$ cat src/rtl/dds_pkg.sv
// Shared types and elaboration helpers for the DDS waveform generator.
package dds_pkg;

  typedef enum logic [1:0] {
    DDS_SINE   = 2'd0,
    DDS_SQUARE = 2'd1,
    DDS_SAW    = 2'd2,
    DDS_TRI    = 2'd3
  } dds_mode_t;

  // Number of entries in a quarter-wave table addressed by rom_aw bits.
  function automatic int rom_entries(input int rom_aw);
    return 1 << rom_aw;
  endfunction

  // Full-scale positive magnitude representable in mag_w unsigned bits.
  function automatic int wave_amp(input int mag_w);
    return (1 << mag_w) - 1;
  endfunction

endpackage

$ cat src/rtl/dds_sine_rom.sv
// Quarter-wave sine magnitude table with a registered read port.
// Entries are sampled at the bin centre, so the table never holds an
// exact zero and mirrored quadrants join without a duplicated sample.
module dds_sine_rom
  import dds_pkg::*;
#(
  parameter int ROM_AW = 6,
  parameter int MAG_W  = 11
) (
  input  logic              clock,
  input  logic              reset_n,
  input  logic [ROM_AW-1:0] addr,
  output logic [MAG_W-1:0]  mag
);

  localparam int  ENTRIES = rom_entries(ROM_AW);
  localparam real AMP     = real'(wave_amp(MAG_W));
  localparam real PI      = 3.14159265358979323846;

  function automatic logic [MAG_W-1:0] sine_entry(input int k);
    real x;
    x = AMP * $sin(PI / 2.0 * (real'(k) + 0.5) / real'(ENTRIES));
    return MAG_W'($rtoi(x + 0.5));
  endfunction

  logic [MAG_W-1:0] table_q [ENTRIES];

  for (genvar i = 0; i < ENTRIES; i++) begin : g_rom
    assign table_q[i] = sine_entry(i);
  end

  // Registered table lookup; cleared on reset so stale magnitudes never leak out.
  always_ff @(posedge clock) begin
    if (!reset_n) mag <= '0;
    else          mag <= table_q[addr];
  end

endmodule

$ cat src/rtl/dds_wavegen.sv
// Direct digital synthesis generator: phase accumulator with tuning word and
// phase offset, configuration handshake with optional update at phase wrap,
// and a 3-stage pipeline producing sine/square/sawtooth/triangle samples.
module dds_wavegen
  import dds_pkg::*;
#(
  parameter int PHASE_W = 32,
  parameter int ADDR_W  = 8,
  parameter int OUT_W   = 12
) (
  input  logic                    clock,
  input  logic                    reset_n,
  input  logic                    enable,
  input  logic                    cfg_valid,
  output logic                    cfg_ready,
  input  logic                    cfg_sync,
  input  logic [PHASE_W-1:0]      cfg_ftw,
  input  logic [PHASE_W-1:0]      cfg_poff,
  input  logic [1:0]              cfg_mode,
  output logic signed [OUT_W-1:0] wave_out,
  output logic                    wave_valid,
  output logic                    wrap
);

  localparam logic signed [OUT_W-1:0] AMP = OUT_W'(wave_amp(OUT_W - 1));

  // Arithmetic waveforms from the top OUT_W+1 phase bits.
  function automatic logic signed [OUT_W-1:0] arith_sample(input logic [OUT_W:0] ph,
                                                           input dds_mode_t m);
    logic [OUT_W-1:0] u;
    logic [OUT_W-1:0] v;
    logic signed [OUT_W-1:0] r;
    u = ph[OUT_W-1:0];
    v = ph[OUT_W] ? ~u : u;
    case (m)
      DDS_SQUARE: r = ph[OUT_W] ? -AMP : AMP;
      DDS_SAW:    r = signed'({~ph[OUT_W], ph[OUT_W-1:1]});
      DDS_TRI:    r = signed'({~v[OUT_W-1], v[OUT_W-2:0]});
      default:    r = '0;
    endcase
    return r;
  endfunction

  // Turn an unsigned table magnitude into a signed sample for the lower half-cycle.
  function automatic logic signed [OUT_W-1:0] apply_sign(input logic [OUT_W-2:0] mag,
                                                         input logic neg);
    logic signed [OUT_W-1:0] s;
    s = signed'({1'b0, mag});
    return neg ? -s : s;
  endfunction

  logic [PHASE_W-1:0] ftw_sh, poff_sh, ftw_act, poff_act;
  dds_mode_t          mode_sh, mode_act;
  logic               pending, sync_pend;

  logic [PHASE_W-1:0] acc, acc_next;
  logic               carry;
  logic               step_wrap;

  assign {carry, acc_next} = {1'b0, acc} + {1'b0, ftw_act};
  assign step_wrap         = enable & carry;

  // Configuration handshake: capture into shadow, then commit atomically to active.
  always_ff @(posedge clock) begin
    if (!reset_n) begin
      cfg_ready <= 1'b0;
      pending   <= 1'b0;
      sync_pend <= 1'b0;
      ftw_sh    <= '0;
      poff_sh   <= '0;
      mode_sh   <= DDS_SINE;
      ftw_act   <= '0;
      poff_act  <= '0;
      mode_act  <= DDS_SINE;
    end else if (cfg_valid && cfg_ready) begin
      ftw_sh    <= cfg_ftw;
      poff_sh   <= cfg_poff;
      mode_sh   <= dds_mode_t'(cfg_mode);
      sync_pend <= cfg_sync;
      pending   <= 1'b1;
      cfg_ready <= 1'b0;
    end else if (pending && (!sync_pend || step_wrap)) begin
      ftw_act   <= ftw_sh;
      poff_act  <= poff_sh;
      mode_act  <= mode_sh;
      pending   <= 1'b0;
      cfg_ready <= 1'b1;
    end else if (!pending) begin
      cfg_ready <= 1'b1;
    end
  end

  // Phase accumulator; wrap flags the carry-out of an enabled step.
  always_ff @(posedge clock) begin
    if (!reset_n) begin
      acc  <= '0;
      wrap <= 1'b0;
    end else begin
      if (enable) acc <= acc_next;
      wrap <= step_wrap;
    end
  end

  // ---- stage 1: phase = acc + offset, configuration snapshot ----
  logic [PHASE_W-1:0] p_p1;
  dds_mode_t          mode_p1;
  logic               vld_p1;

  // Register the offset phase together with the mode it must be rendered in.
  always_ff @(posedge clock) begin
    if (!reset_n) begin
      p_p1    <= '0;
      mode_p1 <= DDS_SINE;
      vld_p1  <= 1'b0;
    end else begin
      p_p1    <= acc + poff_act;
      mode_p1 <= mode_act;
      vld_p1  <= enable;
    end
  end

  logic [ADDR_W-1:0] a_p1;
  logic [ADDR_W-3:0] k_p1, rom_addr;
  logic              unused_phase;

  assign a_p1         = p_p1[PHASE_W-1 -: ADDR_W];
  assign k_p1         = a_p1[ADDR_W-3:0];
  assign rom_addr     = a_p1[ADDR_W-2] ? ~k_p1 : k_p1;
  assign unused_phase = ^p_p1;

  // ---- stage 2: table lookup and arithmetic waveforms ----
  logic [OUT_W-2:0]        mag_p2;
  logic                    neg_p2;
  dds_mode_t               mode_p2;
  logic signed [OUT_W-1:0] arith_p2;
  logic                    vld_p2;

  dds_sine_rom #(
    .ROM_AW (ADDR_W - 2),
    .MAG_W  (OUT_W - 1)
  ) u_rom (
    .clock   (clock),
    .reset_n (reset_n),
    .addr    (rom_addr),
    .mag     (mag_p2)
  );

  // Carry the sine sign and the arithmetic sample alongside the table read.
  always_ff @(posedge clock) begin
    if (!reset_n) begin
      neg_p2   <= 1'b0;
      mode_p2  <= DDS_SINE;
      arith_p2 <= '0;
      vld_p2   <= 1'b0;
    end else begin
      neg_p2   <= a_p1[ADDR_W-1];
      mode_p2  <= mode_p1;
      arith_p2 <= arith_sample(p_p1[PHASE_W-1 -: OUT_W+1], mode_p1);
      vld_p2   <= vld_p1;
    end
  end

  // ---- stage 3: sign application and output select ----
  always_ff @(posedge clock) begin
    if (!reset_n) begin
      wave_out   <= '0;
      wave_valid <= 1'b0;
    end else begin
      wave_out   <= (mode_p2 == DDS_SINE) ? apply_sign(mag_p2, neg_p2) : arith_p2;
      wave_valid <= vld_p2;
    end
  end

endmodule

$ cat config.mk
export PLATFORM = sky130hd
export DESIGN_NAME = dds_wavegen
export DESIGN_NICKNAME = d
export VERILOG_FILES = /design/src/rtl/dds_pkg.sv /design/src/rtl/dds_sine_rom.sv /design/src/rtl/dds_wavegen.sv
export SDC_FILE = /design/constraint.sdc
export NUM_CORES = 1
export LEC_CHECK = 0
export CORE_UTILIZATION = 54
export DETAILED_ROUTE_END_ITERATION = 7
export GPL_TIMING_DRIVEN = 1
export PLACE_DENSITY_LB_ADDON = 0.08
export REMOVE_ABC_BUFFERS = 1
export SLEW_MARGIN = 20
export SYNTH_ARGS = -nofsm -noshare
export SYNTH_HDL_FRONTEND = slang
export SYNTH_SLANG_ARGS = --single-unit
$ cat constraint.sdc
create_clock -name clock -period 2.6 [get_ports clock]
set_input_delay 0.52 -clock clock [delete_from_list [all_inputs] [get_ports clock]]
set_output_delay 0.52 -clock clock [all_outputs]
set_load 0.03 [all_outputs]
==> results of run 1 <==
## timing repair
item                                    CTS  global route
gates resized for setup                  42            66
pin swaps                                26            29
endpoints found under the setup margin   85            93
gates cloned                              4             6
buffers inserted                         16             9
hold buffers                              0             0
## metrics by stage
step	setup WS [ns]	total power, mW	cell area (um^2)
after global placement	-0.286	4.56	13400
after floorplan	-1.41	4.14	11300
after global routing	-0.362	8.29	15100
final	-0.280	8.00	15100
after CTS	-0.206	8.01	14700
after detailed placement	-0.347	4.56	13400
## flip-flops by register name, summed over array words and instances (netlist names), 11 cells and up
signal and flops:
poff_act 32, wave_out 12, ftw_sh 32, u_rom.mag 11, poff_sh 32, acc 32, arith_p2 12, ftw_act 32
p_p1 13
## metal layers
layer	wire length, um	track usage (%)	part of all wire, %
met2	15400	46.8	49
met1	14200	34.6	45
met4	771	8.21	2.4
met3	1260	2.77	4.0
met5	0	0	0
## where the power goes
group	internal [mW]	switching, mW
combinational	0.426	0.538
sequential	3.54	0.0672
clock	2.04	1.39
total	6.01	1.99
## cells in the mapped netlist (3+ instances only)
library cell	count	area share, %
inv_1	17	0.54
o311ai_0	3	0.22
nand3_1	86	3.7
buf_1	14	0.45
nand4_1	10	0.53
nor3_1	19	0.81
a21o_1	37	2.4
o31a_1	3	0.22
buf_2	3	0.13
nand2b_1	9	0.48
and2_1	13	0.69
xnor2_1	42	3.1
a41oi_1	3	0.22
o31ai_1	6	0.38
buf_4	9	0.58
o21bai_1	7	0.45
xor2_1	24	1.8
or3_1	6	0.32
o21a_1	9	0.58
mux2i_1	20	1.7
and3_1	6	0.32
a211o_1	3	0.22
a211oi_1	22	1.4
a311oi_1	5	0.37
a31oi_1	11	0.59
a22oi_1	12	0.77
o22ai_1	5	0.27
nand2_1	255	8.1
o21ai_0	47	2.0
dfxtp_1	224	38
nor2b_1	6	0.32
nor2_1	111	3.5
clkbuf_1	81	2.6
a21oi_1	147	6.3
o211ai_1	14	0.89
o21ai_1	73	3.1
ha_1	71	7.6
nand3b_1	3	0.19
## area by class of cell
type | count | area [um^2] | share of cell area, %
Inverter | 19 | 73.8 | 0.490
Clock inverter | 11 | 119 | 0.789
Sequential cell | 224 | 4500 | 29.9
Clock buffer | 32 | 682 | 4.53
Tap cell | 275 | 344 | 2.29
Multi-Input combinational cell | 1136 | 7180 | 47.7
Timing Repair Buffer | 218 | 2160 | 14.3
## worst max path at each step
| stage | start | to | slack (ns) | depth (start not counted) |
|---|---|---|---|---|
| 6_report | ftw_act[0]$_SDFFE_PN0P_ | ftw_act[10]$_SDFFE_PN0P_ | -0.28 | 13 |
| 5_1_grt | ftw_act[0]$_SDFFE_PN0P_ | poff_act[11]$_SDFFE_PN0P_ | -0.36 | 13 |
| 4_1_cts | ftw_act[0]$_SDFFE_PN0P_ | ftw_act[10]$_SDFFE_PN0P_ | -0.21 | 13 |
| 3_5_place_dp | ftw_act[0]$_SDFFE_PN0P_ | ftw_act[4]$_SDFFE_PN0P_ | -0.35 | 12 |
| 3_3_place_gp | ftw_act[0]$_SDFFE_PN0P_ | poff_act[15]$_SDFFE_PN0P_ | -0.29 | 12 |
| 2_1_floorplan | cfg_valid | ftw_act[0]$_SDFFE_PN0P_ | -1.41 | 4 |
## worst reg2reg max path: stages (launching register included)
cell,delay [ns]
dfxtp_2,0.33
ha_4,0.16
fa_2,0.34
a21o_1,0.18
and4_4,0.21
o211ai_4,0.23
a21boi_4,0.12
a2111oi_4,0.43
o31ai_4,0.12
nand3_4,0.17
clkbuf_16,0.21
buf_12,0.14
nand3_1,0.09
o21ai_1,0.10
## cell families after synthesis
logic type                 count (synthesis)  synth area share [%]
AOI/OAI and AO/OA                        439                  23.0
xor gates and xnor gates                  66                  4.92
adders and majority gates                 72                  7.73
buffers and inverters                    126                  4.34
DFF                                      224                  38.2
muxes                                     21                  1.80
and+or+nand+nor                          538                  20.0
==> metrics.md, run 1 <==
| Metric | Value |
|---|---|
| Crit path kind | flop to flop |
| Number of synthesis warnings | 0 |
| CTS H-Tree Depth | 1 |
| Placed cell count | 1841 |
| Vias | ~11000 |
| Average wire per standard cell | between 15 and 20 um |
| CP max stage delay | ~0.43 ns |
| Clk buf depth | 3 |
| Fin crit share | 111% |
| Worst slew pin tran | approximately 0.77 ns |
| Final clock skew | about 0.024 ns |
| Setup TNS | -15.29 ns |
| Power per standard cell area | approximately 530 nW/um^2 |
| Worst rel slew slack | between 40% and 50% |
| Worst r2r dst | ftw_act[10]$_SDFFE_PN0P_ |
| First-pass GRT wire length | 49.1 mm |
| Sink Count | approximately 220 |
| Crit Path Max Fanout | 6 |
| Antenna Nets Post-Route | 0 |
| Tmin final | about 2.9 ns |
| Core Footprint | 21200 um^2 |
| Fillcell total | between 1500 and 2000 |
| # DRC | 0 |
| Fin nets | 1767 |
| Post-Syn Area | about 12000 um^2 |
| Max Clk Rate | between 300 and 400 MHz |
| PortBufs | 85 |
| Total grt overflow | 0 |
| # rows | 53 |
| Outcome | complete, but fails checks |
| Final std cells w/o fill | roughly 1900 |
| Hold_sp | reset_n |
| Die area | 22400 um^2 |
| Vert. Die Dim | approximately 150 um |
| Slew Limit Fails | 0 |
| Core Util, Final | between 70% and 80% |
| Placer congestion estimate | slightly above 0.9 |
| CP Capture Type | flop |
| FF+latch count, synth | about 220 |
| Gate count after technology mapping | between 1000 and 1500 |
| Hold Path Class | input pin to flop |
| Reg clk slew, reported paths | 0.06 ns |
| Final WS setup | -0.280 ns |
| Vias in the first global route | roughly 10000 |
| Worst Path Arrival | 3.32 ns |
| Post-Route WL | about 32 mm |
| Commonest cells after routing, fill and taps aside | nand2_1, dfxtp_1, a21oi_1, buf_4, nor2_1 |
| Most common cell after layout, fill and taps aside | nand2_1 |
| # IOs | 86 |
| FF-to-FF Start | ftw_act[0]$_SDFFE_PN0P_ |
| Placed wire-length estimate | roughly 20 mm |
| Setup violations, final | just under 80 |
| Worst setup SP type | flop |
| Failing checks | setup timing |
| WHS Endpoint | acc[24]$_SDFFE_PN0P_ |
| Final hold viol count | 0 |
| CP cell instances | ha_4, fa_2, a21o_1, and4_4, o211ai_4, a21boi_4, a2111oi_4, o31ai_4, nand3_4, clkbuf_16, buf_12, nand3_1, o21ai_1 |
| Hold depth | 3 |
| Number of enable flip-flop cells after synthesis | 0 |
| FFs w/ async S/R, synth | 0% |
| Largest net degree at the start of global routing | between 90 and 100 |
| Worst R2R Path Depth | 13 |
| Unique masters post-synth | 72 |
| Die width | around 150 um |
| Pleak | roughly 6.2 nW |
| CTS tree | yes |
| Worst skew pair latency | approximately 0.53 ns |
| Share of cells above drive strength 1 | between 10% and 20% |
| Post-synth top flop | dfxtp_1 |
| R2r setup slk | -0.28 ns |
| Aggregate global-route resource usage | a little over a quarter |
| Initial antenna violation count | 1 |
| TritonCTS buffer count | 25 |
| Req. time, crit path | 3.04 ns |
| DRT Pass-1 Iters | 5 |
| Post-synthesis sequential area ratio | about two fifths |
| WP buf/inv | 2 |
| Mapped Avg Cell Area | between 7 and 8 um^2 |
| Unrepaired setup endpoints after global routing | true |
| Worst vdd ir | ~460 uV |
| Diodes inserted | 0 |
| CP top delay family | compound AO/OA/AOI/OAI gates |
| Max-cap violation count | 0 |
| Root Driver | clkbuf_16 |
| Area growth from synthesis to layout | 28.2% |
| Hold WS | roughly 0.42 ns |
| Initial DRC Count | ~660 |
| Routed vias/inst | roughly 5.7 |
| Initial Util | ~56% |
| Crit-path slowest cell | a2111oi_4 |
Power figures use the tool's default switching activity.
==> run 2, diff against run 1 <==
--- a/constraint.sdc
+++ b/constraint.sdc
@@ -3,2 +3,2 @@
 set_output_delay 0.52 -clock clock [all_outputs]
-set_load 0.03 [all_outputs]
+set_load 0.005 [all_outputs]
==> results of run 2 <==
Same layout as run 1 (identical final DEF). Status: complete, but fails checks: setup timing.
Main changes from that run: total power 8.00 mW -> 7.97 mW
